**config.mk**
```make
export PLATFORM = sky130hd
export DESIGN_NAME = progress_display_ctrl
export DESIGN_NICKNAME = d
export VERILOG_FILES = /design/src/rtl/seg7_pkg.sv /design/src/rtl/seq_divider.sv /design/src/rtl/progress_display_ctrl.sv
export SDC_FILE = /design/constraint.sdc
export NUM_CORES = 1
export LEC_CHECK = 0
export BUFFER_PORTS_ARGS = -buffer_cell sky130_fd_sc_hd__buf_4
export CAP_MARGIN = 5
export CORE_MARGIN = 5
export CORE_UTILIZATION = 40
export DETAILED_ROUTE_END_ITERATION = 16
export GPL_TIMING_DRIVEN = 1
export HOLD_SLACK_MARGIN = 0.06
export PLACE_DENSITY = 0.66
export SETUP_SLACK_MARGIN = 0.5
export SLEW_MARGIN = 20
export SYNTH_ARGS = -nofsm -noshare
export SYNTH_HDL_FRONTEND = slang
export SYNTH_SLANG_ARGS = --single-unit
```
**constraint.sdc**
```tcl
create_clock -name clk -period 6.38 [get_ports clk]
set_clock_uncertainty 0.2 [all_clocks]
set_input_delay 0.638 -clock clk [delete_from_list [all_inputs] [get_ports clk]]
set_output_delay 0.638 -clock clk [all_outputs]
set_load 0.02 [all_outputs]
```
**src/rtl/seg7_pkg.sv**
```systemverilog
// Shared 7-segment codes (active-low, gfedcba), digit lookup and controller state type.
package seg7_pkg;

  localparam int unsigned SEG_W = 7;

  localparam logic [SEG_W-1:0] SEG_OFF   = 7'b1111111;
  localparam logic [SEG_W-1:0] SEG_ZERO  = 7'b1000000;
  localparam logic [SEG_W-1:0] SEG_ONE   = 7'b1111001;
  localparam logic [SEG_W-1:0] SEG_TWO   = 7'b0100100;
  localparam logic [SEG_W-1:0] SEG_THREE = 7'b0110000;
  localparam logic [SEG_W-1:0] SEG_FOUR  = 7'b0011001;
  localparam logic [SEG_W-1:0] SEG_FIVE  = 7'b0010010;
  localparam logic [SEG_W-1:0] SEG_SIX   = 7'b0000010;
  localparam logic [SEG_W-1:0] SEG_SEVEN = 7'b1111000;
  localparam logic [SEG_W-1:0] SEG_EIGHT = 7'b0000000;
  localparam logic [SEG_W-1:0] SEG_NINE  = 7'b0010000;
  localparam logic [SEG_W-1:0] SEG_M     = 7'b1101010;
  localparam logic [SEG_W-1:0] SEG_A     = 7'b0001000;
  localparam logic [SEG_W-1:0] SEG_X     = 7'b0001001;
  localparam logic [SEG_W-1:0] SEG_PERC1 = 7'b0011100;
  localparam logic [SEG_W-1:0] SEG_PERC2 = 7'b0100011;
  localparam logic [SEG_W-1:0] SEG_DASH  = 7'b0111111;

  typedef enum logic [2:0] {
    IDLE,
    WAIT,
    LOAD,
    DIV,
    BCD,
    SHOW,
    DONE
  } state_t;

  function automatic logic [SEG_W-1:0] seg_code(input logic [3:0] d);
    logic [SEG_W-1:0] s;
    case (d)
      4'd0:    s = SEG_ZERO;
      4'd1:    s = SEG_ONE;
      4'd2:    s = SEG_TWO;
      4'd3:    s = SEG_THREE;
      4'd4:    s = SEG_FOUR;
      4'd5:    s = SEG_FIVE;
      4'd6:    s = SEG_SIX;
      4'd7:    s = SEG_SEVEN;
      4'd8:    s = SEG_EIGHT;
      4'd9:    s = SEG_NINE;
      default: s = SEG_OFF;
    endcase
    return s;
  endfunction

endpackage

```
**src/rtl/seq_divider.sv**
```systemverilog
// Restoring divider, one quotient bit per cycle for NUM_W cycles after a start pulse.
// done_c/quotient_c flag the final step and carry the quotient being committed on it.
module seq_divider #(
  parameter int unsigned NUM_W = 12
) (
  input  logic             clk,
  input  logic             rst,
  input  logic             start,
  input  logic             flush,
  input  logic [NUM_W-1:0] dividend,
  input  logic [NUM_W-1:0] divisor,
  output logic             done_c,
  output logic [NUM_W-1:0] quotient_c
);

  localparam int unsigned BIT_W = $clog2(NUM_W + 1);

  logic [NUM_W-1:0] rem_q, quo_q, rem_d, quo_d;
  logic [BIT_W-1:0] bits_q;
  logic             run_q;
  logic [NUM_W:0]   trial;

  // One restoring step: shift in the next dividend bit and try to subtract.
  always_comb begin
    trial = {rem_q, quo_q[NUM_W-1]};
    rem_d = trial[NUM_W-1:0];
    quo_d = {quo_q[NUM_W-2:0], 1'b0};
    if (trial >= {1'b0, divisor}) begin
      rem_d    = NUM_W'(trial - {1'b0, divisor});
      quo_d[0] = 1'b1;
    end
  end

  assign done_c     = run_q && (bits_q == BIT_W'(1));
  assign quotient_c = quo_d;

  always_ff @(posedge clk) begin
    if (rst || flush) begin
      rem_q  <= '0;
      quo_q  <= '0;
      bits_q <= '0;
      run_q  <= 1'b0;
    end else if (start) begin
      rem_q  <= '0;
      quo_q  <= dividend;
      bits_q <= BIT_W'(NUM_W);
      run_q  <= 1'b1;
    end else if (run_q) begin
      rem_q  <= rem_d;
      quo_q  <= quo_d;
      bits_q <= bits_q - BIT_W'(1);
      run_q  <= (bits_q != BIT_W'(1));
    end
  end

endmodule

```
**src/rtl/progress_display_ctrl.sv**
```systemverilog
// Counts cell_done pulses, converts count*100/(N*N) to a percent and drives two 7-seg digits.
// Optional build macro PROGRESS_BLANK_LEAD_EN blanks the tens digit below 10 %.
module progress_display_ctrl
  import seg7_pkg::*;
#(
  parameter int unsigned N     = 5,
  parameter int unsigned CNT_W = $clog2(N*N + 1),
  parameter int unsigned NUM_W = $clog2(N*N*100 + 1)
) (
  input  logic       clk,
  input  logic       rst,
  input  logic       start,
  input  logic       clear,
  input  logic       cell_done,
  output logic [6:0] digit1,
  output logic [6:0] digit2,
  output logic [6:0] pct,
  output logic       busy
);

  localparam int unsigned TOTAL = N * N;

  state_t           state_q, state_d;
  logic [CNT_W-1:0] count_q;
  logic             pending_q;
  logic [6:0]       work_q, units_q;
  logic [3:0]       tens_q;
  logic             div_start, div_done_c;
  logic [NUM_W-1:0] div_quo_c;
  logic             counting;

  seq_divider #(.NUM_W(NUM_W)) u_div (
    .clk        (clk),
    .rst        (rst),
    .start      (div_start),
    .flush      (start || clear),
    .dividend   (NUM_W'(32'(count_q) * 32'd100)),
    .divisor    (NUM_W'(TOTAL)),
    .done_c     (div_done_c),
    .quotient_c (div_quo_c)
  );

  always_ff @(posedge clk) begin
    if (rst) state_q <= IDLE;
    else     state_q <= state_d;
  end

  // Next state; clear beats start, start abandons any conversion in flight.
  always_comb begin
    state_d   = state_q;
    div_start = 1'b0;
    if (clear) begin
      state_d = IDLE;
    end else if (start) begin
      state_d = WAIT;
    end else begin
      case (state_q)
        IDLE: state_d = IDLE;
        WAIT: if (pending_q) state_d = LOAD;
        LOAD: begin
          div_start = 1'b1;
          state_d   = DIV;
        end
        DIV:  if (div_done_c) state_d = BCD;
        BCD:  if (units_q < 7'd10) state_d = SHOW;
        SHOW: state_d = (work_q == 7'd100) ? DONE : WAIT;
        DONE: state_d = DONE;
        default: state_d = IDLE;
      endcase
    end
  end

  assign counting = cell_done && (state_q != IDLE) && (state_q != DONE);

  // Cell counter and pending flag; a pulse in the LOAD cycle keeps pending set.
  always_ff @(posedge clk) begin
    if (rst || clear) begin
      count_q   <= '0;
      pending_q <= 1'b0;
    end else if (start) begin
      count_q   <= '0;
      pending_q <= 1'b1;
    end else begin
      if (state_q == LOAD) pending_q <= 1'b0;
      if (counting) begin
        if (count_q != CNT_W'(TOTAL)) count_q <= count_q + CNT_W'(1);
        pending_q <= 1'b1;
      end
    end
  end

  // BCD split and display registers; both digits and pct commit in SHOW only.
  always_ff @(posedge clk) begin
    if (rst) begin
      work_q  <= '0;
      units_q <= '0;
      tens_q  <= '0;
      digit1  <= SEG_DASH;
      digit2  <= SEG_DASH;
      pct     <= '0;
      busy    <= 1'b0;
    end else begin
      busy <= (state_d inside {LOAD, DIV, BCD, SHOW});
      if (clear) begin
        digit1 <= SEG_DASH;
        digit2 <= SEG_DASH;
        pct    <= '0;
      end else if (!start) begin
        case (state_q)
          DIV: if (div_done_c) begin
            work_q  <= 7'(div_quo_c);
            units_q <= 7'(div_quo_c);
            tens_q  <= '0;
          end
          BCD: if (units_q >= 7'd10) begin
            units_q <= units_q - 7'd10;
            tens_q  <= tens_q + 4'd1;
          end
          SHOW: begin
            pct <= work_q;
            if (work_q == 7'd100) begin
              digit1 <= SEG_M;
              digit2 <= SEG_A;
            end else begin
`ifdef PROGRESS_BLANK_LEAD_EN
              digit1 <= (tens_q == 4'd0) ? SEG_OFF : seg_code(tens_q);
`else
              digit1 <= seg_code(tens_q);
`endif
              digit2 <= seg_code(4'(units_q));
            end
          end
          default: ;
        endcase
      end
    end
  end

endmodule

```
==> metrics.cfg, run 1 <==
[global_routing]
grt_pass1_wl_mm=17.1
grt_pass1_vias=3588
grtUsageTotal_pct=14.6
grt_max_degree=45
grt_overflow=0
antenna_found_initial=0

[pwr]
vdd_drop_max_mv=0.140
leakage_nw=2.09
p_per_area_nw_per_um2=209

[detailed_routing]
drt_first_pass_iters=5
drtAntennaViolNets=0
m1WireLength_mm=4.60
met3_length_um=445
drc_errors=0
top_layer_used=met4
via_per_inst=5.43
wl_mm=10.2
via_count=3885
wl_met2_mm=4.99
wl_per_cell_um=14.2
first_iter_violations=171

[worst_setup_path]
ff2ff_path_depth=13
critPathTopFamily=compound AO/OA/AOI/OAI gates
required_ns=6.42
path_common_cell=nand2_1
crit_arrival_ns=4.09
endpoint_kind=register
cp.depth=13
path_cells=nor3b_2 -> o41ai_1 -> a21oi_1 -> xnor2_1 -> nor2_1 -> inv_1 -> ha_1 -> nand2_1 -> nand2_1 -> nor3_1 -> a41oi_1 -> o2111ai_1 -> a31o_2
path_buf_inv=1
crit_type=register to register
cpPeakStageDelay_ns=0.81
crit_path_top_delay_cell=nor3b_2
crit_path_max_fanout=16
start_kind=register

[cells_and_area]
syn2layout_area_growth_pct=12.5
finalNetCount=604
nFillCells=1142
final_common_cell=dfxtp_1
fin_cells=715
final_cell_area_um2=5370
most-common-layout-cells=dfxtp_1, nor2_1, a21oi_1
antennaDiodeCount=0
utilization_pct=45.3
drive_gt1_share_pct=11.6
multi_input_area_um2=2710
regArea_um2=1840

[yosys]
synth-main-ff-cell=dfxtp_1
netlist_area_um2=4770
synth_area_leader_cell=dfxtp_1
yosysTopAreaCellShare_pct=38.6
yosys-top-cells-area=dfxtp_1, ha_1, mux2i_1
synth_edf_count=0
ys_warn_count=0
synth_seq_cells=92
syn_area_per_cell_um2=8.62
synthCells=554
synth_nets=595
async_flop_share_pct=0
ys_seq_area_share_pct=38.6
synth.distinct_cells=65

[clocking]
cts.htree.levels=3
post_cts_resized=0
clk_path_buf_depth=2
cts_sinks=92
cts_hold_buffers=0
path_clk_slew_ns=0.07
clock_latency_ns=0.35
cts_setup_buffers=0
root_buffer=clkbuf_16
cts-buffers-inserted=9
tritoncts=yes

[run_status]
status=finished clean

[timing]
fin_ws_ns=2.33
finalHoldViolCount=0
period_share_pct=63.4
period_minus_slack_ns=4.05
max_freq_mhz=247
slew_violations=0
worstMarginPinSlew_ns=0.904
tns_ns=0
final-setup-viol-count=0
rsz0062_at_grt=no
relSlewSlack_pct=39.5

[placed_design]
placed_cells=698
hpwlAfterDp_mm=7.26
numPortBuffers=26
place_congestion=0.919
dpl_cell_area_um2=5060
preCtsSetupSlack_ns=2.39

[min_path]
worstHoldPathCells=2
hold_path_class=register to register

[floorplan]
io_pins=27
start_util_pct=40.2
dieArea_um2=14200
coreArea_um2=11900
die_h_um=119
die_w_um=119
rows=40

[run]
drv_cap=0

cells by family after synthesis:
group / share of synthesized area (%)
AOI/OAI and AO/OA: 18.9
DFF: 38.6
muxes: 5.53
xor gates and xnor gates: 4.40
and+or+nand+nor: 18.2
buffers and inverters: 4.82
adders and majority gates: 9.59
stage by stage:
| stage | hold WS (ns) | power, mW |
|---|---|---|
| final | 0.239 | 1.12 |
| after global routing | 0.278 | 1.18 |
| after CTS | 0.244 | 1.14 |
| after detailed placement | 0.234 | 0.609 |
| after global placement | 0.224 | 0.610 |
| after floorplan | 0.221 | 0.603 |
tightest hold or removal path, stage by stage (launching register included):
cell and delay (ns):
dfxtp_1 0.30, nand2_1 0.04, o21ai_0 0.06
report_power, final:
group / switching [mW] / internal, mW
logic: 0.0140 / 0.00588
clock network: 0.252 / 0.277
registers: 0.00165 / 0.574
area by class of cell:
cell class | count | share of cell area, %
multi-input cells | 402 | 50.4
inverters | 28 | 1.96
flip-flops and latches | 92 | 34.3
clock inverters | 7 | 1.35
clock buffers | 9 | 4.19
well taps | 147 | 3.43
repair buffers | 30 | 4.33
per-layer routing:
metal | up-vias | global-route usage [%]
li1 | 1981 | -
met1 | 1807 | 18.2
met2 | 86 | 24.4
met3 | 11 | 3.66
met4 | 0 | 5.36
met5 | - | 0
Yosys cell counts (all sizes together), types with 5 or more instances:
library cell and number:
a21oi 46, buf 7, nand2b 5, nand3 12, ha 35, o21ai 30
mux2i 26, nand2 43, a211oi 27, xor2 10, inv 28, nor2 63
dfxtp 92, xnor2 14, clkbuf 25, nor3 17, a31oi 6
worst paths after layout:
path | start | end | slack, ns
worst max-delay path | state_q[2] | register | 2.33
worst min-delay path | register | digit1[0] | 0.24
worst min register to register | register | digit1[0] | 0.24
worst max register to register | state_q[2] | register | 2.33
Note: power is estimated with default switching activity, not from simulation.
==> inputs of run 2 (changes only) <==
- PLACE_DENSITY: 0.66 -> 0.68
- clock period: 6.38 -> 3.5 ns (I/O delays scaled with it)
==> run 2 against run 1 <==
Effect of this change: count of clock-buffer cells in the layout increased by 2; global-route usage is 0.90 points higher; hold slack worse by 0.13 ns; die area stayed put; largest cell class unchanged; largest power group unchanged; core utilization increased by 1.2 points; first-iteration DRC count up 32%; sequential power grew 82%; via count increased by 4.0%; non-clock buffer count up 15.
==> metrics.cfg, run 2 (synthesis gave the netlist of run 1 again) <==
[pwr]
seq_power_share_pct=52.7  ; +1.5 points
vdd_drop_max_mv=0.192  ; +37%
pwr-share-clk_pct=45.3  ; -1.7 points
leakage_nw=2.15  ; +3.0%
p_switching_mw=0.448  ; +67%
p_int_mw=1.54  ; +80%
swShare_pct=22.5  ; -1.3 points
p_per_area_nw_per_um2=361  ; +73%
comb_power_share_pct=2.0  ; +0.2 points
power_mw=1.99  ; +77%

[floorplan]
dieArea_um2=14200  ; unchanged
coreArea_um2=11900  ; unchanged
io_pins=27  ; unchanged
rows=40  ; unchanged
start_util_pct=40.2  ; unchanged
die_w_um=119  ; unchanged
die_h_um=119  ; unchanged

[global_routing]
grt_max_degree=45  ; unchanged
grt_pass1_wl_mm=18.2  ; +6.8%
antenna_found_initial=0  ; unchanged
grtUsageTotal_pct=15.5  ; +0.90 points
grt_pass1_vias=3811  ; +6.2%
grt_overflow=0  ; unchanged

[placed_design]
dpl_cell_area_um2=5160  ; +2.0%
numPortBuffers=26  ; unchanged
place_congestion=0.877  ; -4.6%
placed_cells=708  ; +1.4%
preCtsSetupSlack_ns=0.352  ; -2.04 ns
hpwlAfterDp_mm=7.69  ; +5.9%

[run_status]
status=finished clean

[min_path]
hold_path_class=primary input to register
min_from=clear

[timing]
fin_ws_ns=0.580  ; -1.75 ns
period_share_pct=83.4  ; +20 points
finalHoldViolCount=0  ; unchanged
max_freq_mhz=342  ; +39%
relSlewSlack_pct=39.2  ; -0.28 points
rsz0062_at_grt=yes
slew_violations=0  ; unchanged
worstMarginPinSlew_ns=0.912  ; +0.00817 ns
final-setup-viol-count=0  ; unchanged
tns_ns=0  ; unchanged
period_minus_slack_ns=2.92  ; -1.13 ns
holdWs_ns=0.105  ; -0.134 ns

[cells_and_area]
finalNetCount=619  ; +2.5%
most-common-layout-cells=dfxtp_1, nor2_1, buf_4
final_common_cell=dfxtp_1
utilization_pct=46.5  ; +1.2 points
fin_cells=730  ; +2.1%
drive_gt1_share_pct=15.8  ; +4.2 points
syn2layout_area_growth_pct=15.5
final_cell_area_um2=5510  ; +2.7%
nFillCells=1122  ; -1.8%
antennaDiodeCount=0  ; unchanged

[worst_setup_path]
crit_arrival_ns=2.95  ; -1.14 ns
worst_r2r_startpoint=units_q[2]
endpoint_kind=register
critPathLaunch=units_q[2]
required_ns=3.53  ; -2.89 ns
start_kind=register
crit_path_max_fanout=5  ; -11
crit_type=register to register

[detailed_routing]
drtAntennaViolNets=0  ; unchanged
first_iter_violations=225  ; +32%
drt_first_pass_iters=4  ; -1
wl_per_cell_um=14.9  ; +5.0%
drc_errors=0  ; unchanged
wl_mm=10.9  ; +7.2%
via_per_inst=5.54  ; +1.9%
via_count=4041  ; +4.0%

[clocking]
clk_path_buf_depth=2  ; unchanged
cts-buffers-inserted=9  ; unchanged
cts.htree.levels=3  ; unchanged
tritoncts=yes
cts_sinks=92  ; unchanged
clock_latency_ns=0.34  ; about the same
root_buffer=clkbuf_16
path_clk_slew_ns=0.06  ; about the same
cts_hold_buffers=0  ; unchanged

[run]
drv_cap=0  ; unchanged

[run 2: critical path: stages, from the launching register on]
cell and delay [ns]:
dfxtp_1 0.35, inv_1 0.07, ha_2 0.18, nor2b_2 0.07
or4_4 0.49, a311o_1 0.38, a21oi_4 0.18, ha_4 0.16
nand2_1 0.07, nand2_1 0.10, nor3_1 0.05, a41oi_1 0.18
o2111ai_1 0.13, a31o_2 0.22
[run 2: path summary, 6_finish.rpt]
| path | end | slack, ns | depth (start not counted) |
|---|---|---|---|
| setup / recovery | register | 0.58 | 13 |
| hold / removal | digit1[1] | 0.10 | 3 |
| setup reg to reg | register | 0.58 | 13 |
| hold reg to reg | digit2[0] | 0.24 | 2 |
[run 2: layout make-up]
cell class	count	area (um^2)	area share, %
clock inverter	5	37.5	0.681
sequential	92	1840	33.5
clock buffer	11	233	4.22
timing repair buffer	45	342	6.20
multi-input combinational	402	2770	50.2
inverter	28	105	1.91
tap	147	184	3.34
[run 2: power by group through the flow]
stage	Combinational [mW]	Sequential, mW	Clock (mW)
2_1_floorplan	0.0255	1.07	0
3_3_place_gp	0.0385	1.07	0
3_5_place_dp	0.0393	1.07	0
4_1_cts	0.0397	1.05	0.922
5_1_grt	0.0438	1.05	0.971
6_report	0.0405	1.05	0.902
[run 2: layer usage]
layer	part of all wire [%]	wire length (um)	track usage (%)
met1	46	5020	20.0
met2	47	5180	24.6
met3	4.5	491	3.99
met4	2.0	219	6.52
met5	0	0	0
[run 2: what timing repair did]
action | 4_1_cts | 5_1_grt
pin swaps | 8 | 3
endpoints found under the setup margin | 1 | 5
cloned | 0 | 0
gates resized for setup | 3 | 7
setup buffers | 5 | 1
